==> config.mk <==
export PLATFORM = sky130hd
export DESIGN_NAME = shift_engine_flat
export DESIGN_NICKNAME = d
export VERILOG_FILES = /design/src/rtl/shift_engine_if.sv /design/src/rtl/shift_engine.sv /design/src/flat_wrapper.sv
export SDC_FILE = /design/constraint.sdc
export NUM_CORES = 1
export LEC_CHECK = 0
export CORE_UTILIZATION = 25
export DETAILED_ROUTE_END_ITERATION = 10
export SYNTH_ARGS = -nofsm -noshare
export SYNTH_HDL_FRONTEND = slang
export SYNTH_SLANG_ARGS = --single-unit
==> constraint.sdc <==
create_clock -name clk -period 2.4 [get_ports clk]
set_input_delay 0.36 -clock clk [delete_from_list [all_inputs] [get_ports clk]]
set_output_delay 0.36 -clock clk [all_outputs]
set_load 0.1 [all_outputs]
==> src/rtl/shift_engine_if.sv <==
// shift_engine_if: request/result bundle between the ALU decoder and
// shift_engine.
//   master : decoder side, drives start/a/b/sel_b/mode/amount and
//            observes busy/done/shift_out/shift_flag/carry_out.
//   slave  : shift_engine side.
// With SHIFT_ENGINE_ABORT_EN defined the bundle also carries
// abort (master->slave) and aborted (slave->master).
interface shift_engine_if #(
  parameter int DATA_WIDTH = 16,
  parameter int AMT_WIDTH  = 5
);
  logic                  start;
  logic [DATA_WIDTH-1:0] a;
  logic [DATA_WIDTH-1:0] b;
  logic                  sel_b;
  logic [2:0]            mode;
  logic [AMT_WIDTH-1:0]  amount;
  logic                  busy;
  logic                  done;
  logic [DATA_WIDTH-1:0] shift_out;
  logic                  shift_flag;
  logic                  carry_out;
`ifdef SHIFT_ENGINE_ABORT_EN
  logic                  abort;
  logic                  aborted;

  modport master (output start, a, b, sel_b, mode, amount, abort,
                  input  busy, done, shift_out, shift_flag, carry_out, aborted);
  modport slave  (input  start, a, b, sel_b, mode, amount, abort,
                  output busy, done, shift_out, shift_flag, carry_out, aborted);
`else
  modport master (output start, a, b, sel_b, mode, amount,
                  input  busy, done, shift_out, shift_flag, carry_out);
  modport slave  (input  start, a, b, sel_b, mode, amount,
                  output busy, done, shift_out, shift_flag, carry_out);
`endif
endinterface

==> src/rtl/shift_engine.sv <==
// shift_engine: iterative multi-mode shifter (LSR/LSL/ASR/ROR/ROL/pass).
// Moves up to STEP bit positions per clock, start/busy/done handshake,
// result and flag held until the next completion.
// Ports:
//   clk  - clock, rising edge
//   rst  - asynchronous active-low reset
//   bus  - shift_engine_if.slave (start, a, b, sel_b, mode, amount in;
//          busy, done, shift_out, shift_flag, carry_out out)
// Optional feature macro: SHIFT_ENGINE_ABORT_EN adds abort/aborted, which
// cancels an operation in SHIFT with no done and no result update.
module shift_engine #(
  parameter int DATA_WIDTH = 16,
  parameter int AMT_WIDTH  = 5,
  parameter int STEP       = 1
) (
  input  logic           clk,
  input  logic           rst,
  shift_engine_if.slave  bus
);
  localparam logic [2:0] M_LSR = 3'd0, M_LSL = 3'd1, M_ASR = 3'd2,
                         M_ROR = 3'd3, M_ROL = 3'd4;

  typedef enum logic [1:0] {IDLE, SHIFT, FIN} state_t;

  state_t                state_q, state_d;
  logic [DATA_WIDTH-1:0] work_q, work_d;
  logic [DATA_WIDTH-1:0] res_q, res_d;
  logic [2:0]            mode_q, mode_d;
  logic [AMT_WIDTH-1:0]  rem_q, rem_d;
  logic                  carry_q, carry_d;
  logic                  cout_q, cout_d;
  logic                  flag_q, flag_d;
  logic                  aborted_q, aborted_d;

  logic [DATA_WIDTH-1:0] step_w;
  logic                  step_c;
  logic [31:0]           k;
  logic [DATA_WIDTH-1:0] op;

  assign op = bus.sel_b ? bus.b : bus.a;

  // One clock of shifting: k = min(STEP, remaining) single-bit moves,
  // unrolled so any amount >= DATA_WIDTH falls out naturally.
  always_comb begin
    k      = (32'(rem_q) > 32'(STEP)) ? 32'(STEP) : 32'(rem_q);
    step_w = work_q;
    step_c = carry_q;
    for (int i = 0; i < STEP; i++) begin
      if (32'(i) < k) begin
        case (mode_q)
          M_LSR: begin step_c = step_w[0];            step_w = {1'b0, step_w[DATA_WIDTH-1:1]}; end
          M_LSL: begin step_c = step_w[DATA_WIDTH-1]; step_w = {step_w[DATA_WIDTH-2:0], 1'b0}; end
          M_ASR: begin step_c = step_w[0];            step_w = {step_w[DATA_WIDTH-1], step_w[DATA_WIDTH-1:1]}; end
          M_ROR: begin step_c = step_w[0];            step_w = {step_w[0], step_w[DATA_WIDTH-1:1]}; end
          M_ROL: begin step_c = step_w[DATA_WIDTH-1]; step_w = {step_w[DATA_WIDTH-2:0], step_w[DATA_WIDTH-1]}; end
          default: ;
        endcase
      end
    end
  end

  // Result registers load on the transition into FIN, so shift_out and
  // carry_out are already valid in the cycle done is high.
  always_comb begin
    state_d   = state_q;
    work_d    = work_q;
    res_d     = res_q;
    mode_d    = mode_q;
    rem_d     = rem_q;
    carry_d   = carry_q;
    cout_d    = cout_q;
    flag_d    = flag_q;
    aborted_d = 1'b0;
    case (state_q)
      IDLE: if (bus.start) begin
        work_d  = op;
        mode_d  = bus.mode;
        rem_d   = bus.amount;
        carry_d = 1'b0;
        flag_d  = 1'b0;
        if (bus.amount == '0 || bus.mode > M_ROL) begin
          state_d = FIN;
          res_d   = op;
          cout_d  = 1'b0;
          flag_d  = 1'b1;
        end else begin
          state_d = SHIFT;
        end
      end
      SHIFT: begin
        work_d  = step_w;
        carry_d = step_c;
        rem_d   = rem_q - AMT_WIDTH'(k);
        if (32'(rem_q) <= 32'(STEP)) begin
          state_d = FIN;
          res_d   = step_w;
          cout_d  = step_c;
          flag_d  = 1'b1;
        end
`ifdef SHIFT_ENGINE_ABORT_EN
        // Abort wins over a completion in the same cycle.
        if (bus.abort) begin
          state_d   = IDLE;
          res_d     = res_q;
          cout_d    = cout_q;
          flag_d    = flag_q;
          aborted_d = 1'b1;
        end
`endif
      end
      FIN:     state_d = IDLE;
      default: state_d = IDLE;
    endcase
  end

  always_ff @(posedge clk or negedge rst) begin
    if (!rst) begin
      state_q   <= IDLE;
      work_q    <= '0;
      res_q     <= '0;
      mode_q    <= '0;
      rem_q     <= '0;
      carry_q   <= 1'b0;
      cout_q    <= 1'b0;
      flag_q    <= 1'b0;
      aborted_q <= 1'b0;
    end else begin
      state_q   <= state_d;
      work_q    <= work_d;
      res_q     <= res_d;
      mode_q    <= mode_d;
      rem_q     <= rem_d;
      carry_q   <= carry_d;
      cout_q    <= cout_d;
      flag_q    <= flag_d;
      aborted_q <= aborted_d;
    end
  end

  assign bus.busy       = (state_q != IDLE);
  assign bus.done       = (state_q == FIN);
  assign bus.shift_out  = res_q;
  assign bus.carry_out  = cout_q;
  assign bus.shift_flag = flag_q;
`ifdef SHIFT_ENGINE_ABORT_EN
  assign bus.aborted    = aborted_q;
`else
  // aborted_q stays 0 without the abort feature; keep it observed.
  logic unused_ok;
  assign unused_ok = aborted_q;
`endif
endmodule

==> src/flat_wrapper.sv <==
// flat-port wrapper written by rule: the top's interface ports become plain ports
module shift_engine_flat 
#(
  parameter int DATA_WIDTH = 16,
  parameter int AMT_WIDTH  = 5,
  parameter int STEP       = 1
)
  (clk, rst, bus_start, bus_a, bus_b, bus_sel_b, bus_mode, bus_amount, bus_busy, bus_done, bus_shift_out, bus_shift_flag, bus_carry_out);
  shift_engine_if #(.DATA_WIDTH(DATA_WIDTH), .AMT_WIDTH(AMT_WIDTH)) bus_i ();
  input  logic clk;
  input  logic rst;
  input wire logic [$bits(bus_i.start)-1:0] bus_start;
  input wire logic [$bits(bus_i.a)-1:0] bus_a;
  input wire logic [$bits(bus_i.b)-1:0] bus_b;
  input wire logic [$bits(bus_i.sel_b)-1:0] bus_sel_b;
  input wire logic [$bits(bus_i.mode)-1:0] bus_mode;
  input wire logic [$bits(bus_i.amount)-1:0] bus_amount;
  output wire logic [$bits(bus_i.busy)-1:0] bus_busy;
  output wire logic [$bits(bus_i.done)-1:0] bus_done;
  output wire logic [$bits(bus_i.shift_out)-1:0] bus_shift_out;
  output wire logic [$bits(bus_i.shift_flag)-1:0] bus_shift_flag;
  output wire logic [$bits(bus_i.carry_out)-1:0] bus_carry_out;
  assign bus_i.start = bus_start;
  assign bus_i.a = bus_a;
  assign bus_i.b = bus_b;
  assign bus_i.sel_b = bus_sel_b;
  assign bus_i.mode = bus_mode;
  assign bus_i.amount = bus_amount;
  assign bus_busy = bus_i.busy;
  assign bus_done = bus_i.done;
  assign bus_shift_out = bus_i.shift_out;
  assign bus_shift_flag = bus_i.shift_flag;
  assign bus_carry_out = bus_i.carry_out;
  shift_engine #(.DATA_WIDTH(DATA_WIDTH), .AMT_WIDTH(AMT_WIDTH), .STEP(STEP)) u_core (.clk(clk), .rst(rst), .bus(bus_i));
endmodule
==> reports/metrics.yaml <==
synthesis:
  synth_cell_types: 40
  synth-edff-count: 0
  post_synth_inst_count: 306
  synth_async_sr_flop_share_pct: 100
  synth.top_cell.area_share_pct: 39.4
  synth_ff_type: "dfrtp_1"
  dominant_combinational_cell_family_by_area_after_synthesis: "compound AO/OA/AOI/OAI gates"
  postSynthNetCount: 351
  syn_avg_cell_area_um2: 9.33
  synth_adder_area_share_pct: 0.438
  synthesis.yosys.warnings: 0
  synth.area.mux_share_pct: 1.80
  synth_compound_gate_area_share_pct: 28.7
  synth.largest_area_cell: "dfrtp_1"
  synth_simple_gate_area_share_pct: 23.1
  seq_area_frac_synth_pct: 39.4
  syn_area_um2: 2860
  synth_xor_xnor_area_share_pct: 0.307
  synth.area.top_cells: "dfrtp_1 39%, nor3b_1 7.1%, o31ai_1 6.3%"
  ys_seq_elements: 45
status:
  run_status: "completed"
detailed_routing:
  final_antenna_net_count: 0
  drt-vias-per-instance: 5.18
  finalWirelength_um: 8190
  dr.first_iter.drc_count: 159
  maxUsedRoutingLayer: "met4"
  wl_per_cell_um: 16.2
  met2_length_um: 3830
  drtPass1Iterations: 4
  drt_drc_violations_left: 0
  wl_met1_um: 3720
  route.vias.total: 2614
  route.met3.wl_um: 582
clocking:
  ctsHtreeMaxLevel: 2
  cts_root_buf: "clkbuf_16"
  tritoncts.num_buffers: 5
  tritoncts: "yes"
  clock-sinks: 45
  cts_setup_buffers: 0
  cts.path.max_buffers: 2
  post_cts_resize_count: 0
  clk_pin_slew_worst_paths_ns: 0.06
  cts_hold_buffers: 1
  clk_lat_worst_skew_ns: 0.28
final_layout:
  fillCellCount: 1129
  area_growth_syn_to_layout_pct: 31.8
  antennaDiodeCount: 0
  final_nets: 409
  layout-drive-gt1-share_pct: 16.2
run:
  max-cap-violations: 0
setup_path:
  cp_common_cell: "o31ai_1"
  critPathTopFamily: "compound AO/OA/AOI/OAI gates"
  worstSetupStartpointType: "register"
  cp.required_ns: 2.56
  arrival_ns: 2.30
  slowest_stage: "or4_1"
  critPathCaptureType: "register"
  timing_worst_setup_path_type: "register to register"
  worst_path_largest_cell_delay_ns: 0.62
  worstPathMaxFanout: 18
  critical_path.n_buffers_inverters: 0
  crit_chain: "or4_1 -> o21a_1 -> o31ai_1 -> o31ai_1"
sta:
  relSlewSlack_pct: 52.6
  min_period_over_period_pct: 89.4
  finClkSkew_ns: 0.00510
  setup-violations-final: 0
  tns_ns: 0
  grt_setup_unrepaired: "no"
  upper_clock_frequency_limit_mhz: 466
  time_the_worst_path_needs_with_i_o_delays_and_setup_ns: 2.15
  maxSlewViolCount: 0
  finalHoldViolCount: 0
  worst_slew_pin_slew_ns: 0.712
placed_design:
  hpwl_um: 5600
  port_buffers: 63
  final_weighted_congestion_of_routability_driven_global_placement: 0.741
hold_path:
  min-delay-path-class: "input port to async pin"
floorplanning:
  fp.dieH_um: 109
  ioPinCount: 64
  initial_core_util_pct: 26.0
  die-area_um2: 11900
  row_count: 38
  die_w_um: 109
  core_region_area_um2: 11000
global_route:
  grt_max_degree: 36
  grt_pass1_wl_um: 13400
  gr_usage_total_pct: 14.7
  first_global_vias: 2601
  overflow_after_grt: 0
  number_of_antenna_violations_at_the_first_check_in_global_routing: 0
kinds of logic after synthesis:
kind of cell	Yosys count
buffers and inverters	35
xor gates and xnor gates	1
adders and majority gates	1
DFF	45
muxes	5
AOI/OAI and AO/OA	103
and+or+nand+nor	116
state kept, by name, indices dropped and copies added, names as in the netlist:
name and count:
u_core.bus.carry_out 1, u_core.bus.shift_flag 1, u_core.bus.shift_out 16, u_core.carry_q 1, u_core.mode_q 3, u_core.rem_q 5
u_core.state_q 2, u_core.work_q 16
through the flow:
| stage | cell area (µm²) | instances | setup WS, ns | util [%] | hold WS (ns) |
|---|---|---|---|---|---|
| floorplan | 2860 | 306 | 0.210 | - | 0.0644 |
| global placement | 3580 | 496 | 0.0988 | 32.6 | 0.244 |
| detailed placement | 3580 | 496 | 0.0579 | 32.6 | 0.245 |
| CTS | 3770 | 505 | 0.252 | 34.3 | 0.482 |
| global route | 3770 | 505 | 0.101 | 34.3 | 0.498 |
| finish | 3770 | 505 | 0.254 | 34.3 | 0.474 |
synthesized netlist by cell type (2+ instances only):
cell and count:
buf_2 5, dfrtp_1 45, o311ai_0 3, o21a_1 3, a211oi_1 15, buf_6 3
o21ai_0 9, nor2b_1 17, o32ai_1 14, o211ai_1 17, nand2b_1 17, a21oi_1 3
clkbuf_1 21, or4_1 3, mux2i_1 4, nor4_1 3, nor3b_1 27, nor2_1 3
o31ai_1 24, nor3_1 2, nand2_1 38, o31ai_2 8, inv_1 5
worst reg2reg max path, stage by stage, from the launching register on:
cell     delay [ns]
dfrtp_1        0.45
or4_1          0.62
o21a_1         0.46
o31ai_1        0.39
o31ai_1        0.10
path summary, 6_finish.rpt:
check                                 from           endpoint  slack (ns)  cells past startpoint
max                        u_core.rem_q[1]  u_core.work_q[15]        0.25                      4
min                                    rst    u_core.rem_q[3]        0.47                      2
max reg2reg                u_core.rem_q[1]  u_core.work_q[15]        0.25                      4
min reg2reg                 u_core.carry_q     u_core.carry_q        0.49                      2
max in group asynchronous              rst  u_core.work_q[12]        1.39                      3
min in group clk            u_core.carry_q     u_core.carry_q        0.49                      2
routing by layer:
| layer | global-route usage, % | up-vias |
|---|---|---|
| li1 | - | 1268 |
| met1 | 19.3 | 1254 |
| met2 | 24.5 | 88 |
| met3 | 3.05 | 4 |
| met4 | 3.57 | 0 |
| met5 | 0 | - |
placed cells by master (no fill, tap or decap), drive strengths merged, types with 2 or more instances in the layout:
| master | synthesis | routed |
|---|---|---|
| a21oi | 3 | 3 |
| nand2 | 38 | 38 |
| a211oi | 15 | 15 |
| o211ai | 18 | 18 |
| or4 | 3 | 3 |
| o21a | 3 | 3 |
| clkbuf | 21 | 7 |
| o32ai | 14 | 14 |
| nor2b | 17 | 17 |
| o21ai | 9 | 9 |
| nor3b | 27 | 27 |
| nor3 | 2 | 2 |
| o31ai | 32 | 32 |
| nor4 | 3 | 3 |
| buf | 9 | 38 |
| dfrtp | 45 | 45 |
| nand2b | 17 | 17 |
| o311ai | 3 | 3 |
| mux2i | 4 | 4 |
| nor2 | 3 | 3 |
| clkdlybuf4s50 | 0 | 42 |
| inv | 5 | 5 |
area by class of cell:
type | count | area (µm²) | area share, %
flip-flops and latches | 45 | 1130 | 29.9
inverters | 5 | 18.8 | 0.498
multi-input cells | 226 | 1560 | 41.4
repair buffers | 81 | 713 | 18.9
clock inverters | 1 | 30.0 | 0.797
well taps | 140 | 175 | 4.65
clock buffers | 7 | 143 | 3.79
Power is not shown: default switching activity piles up to over one toggle a cycle in this logic, so the estimate is an artifact.
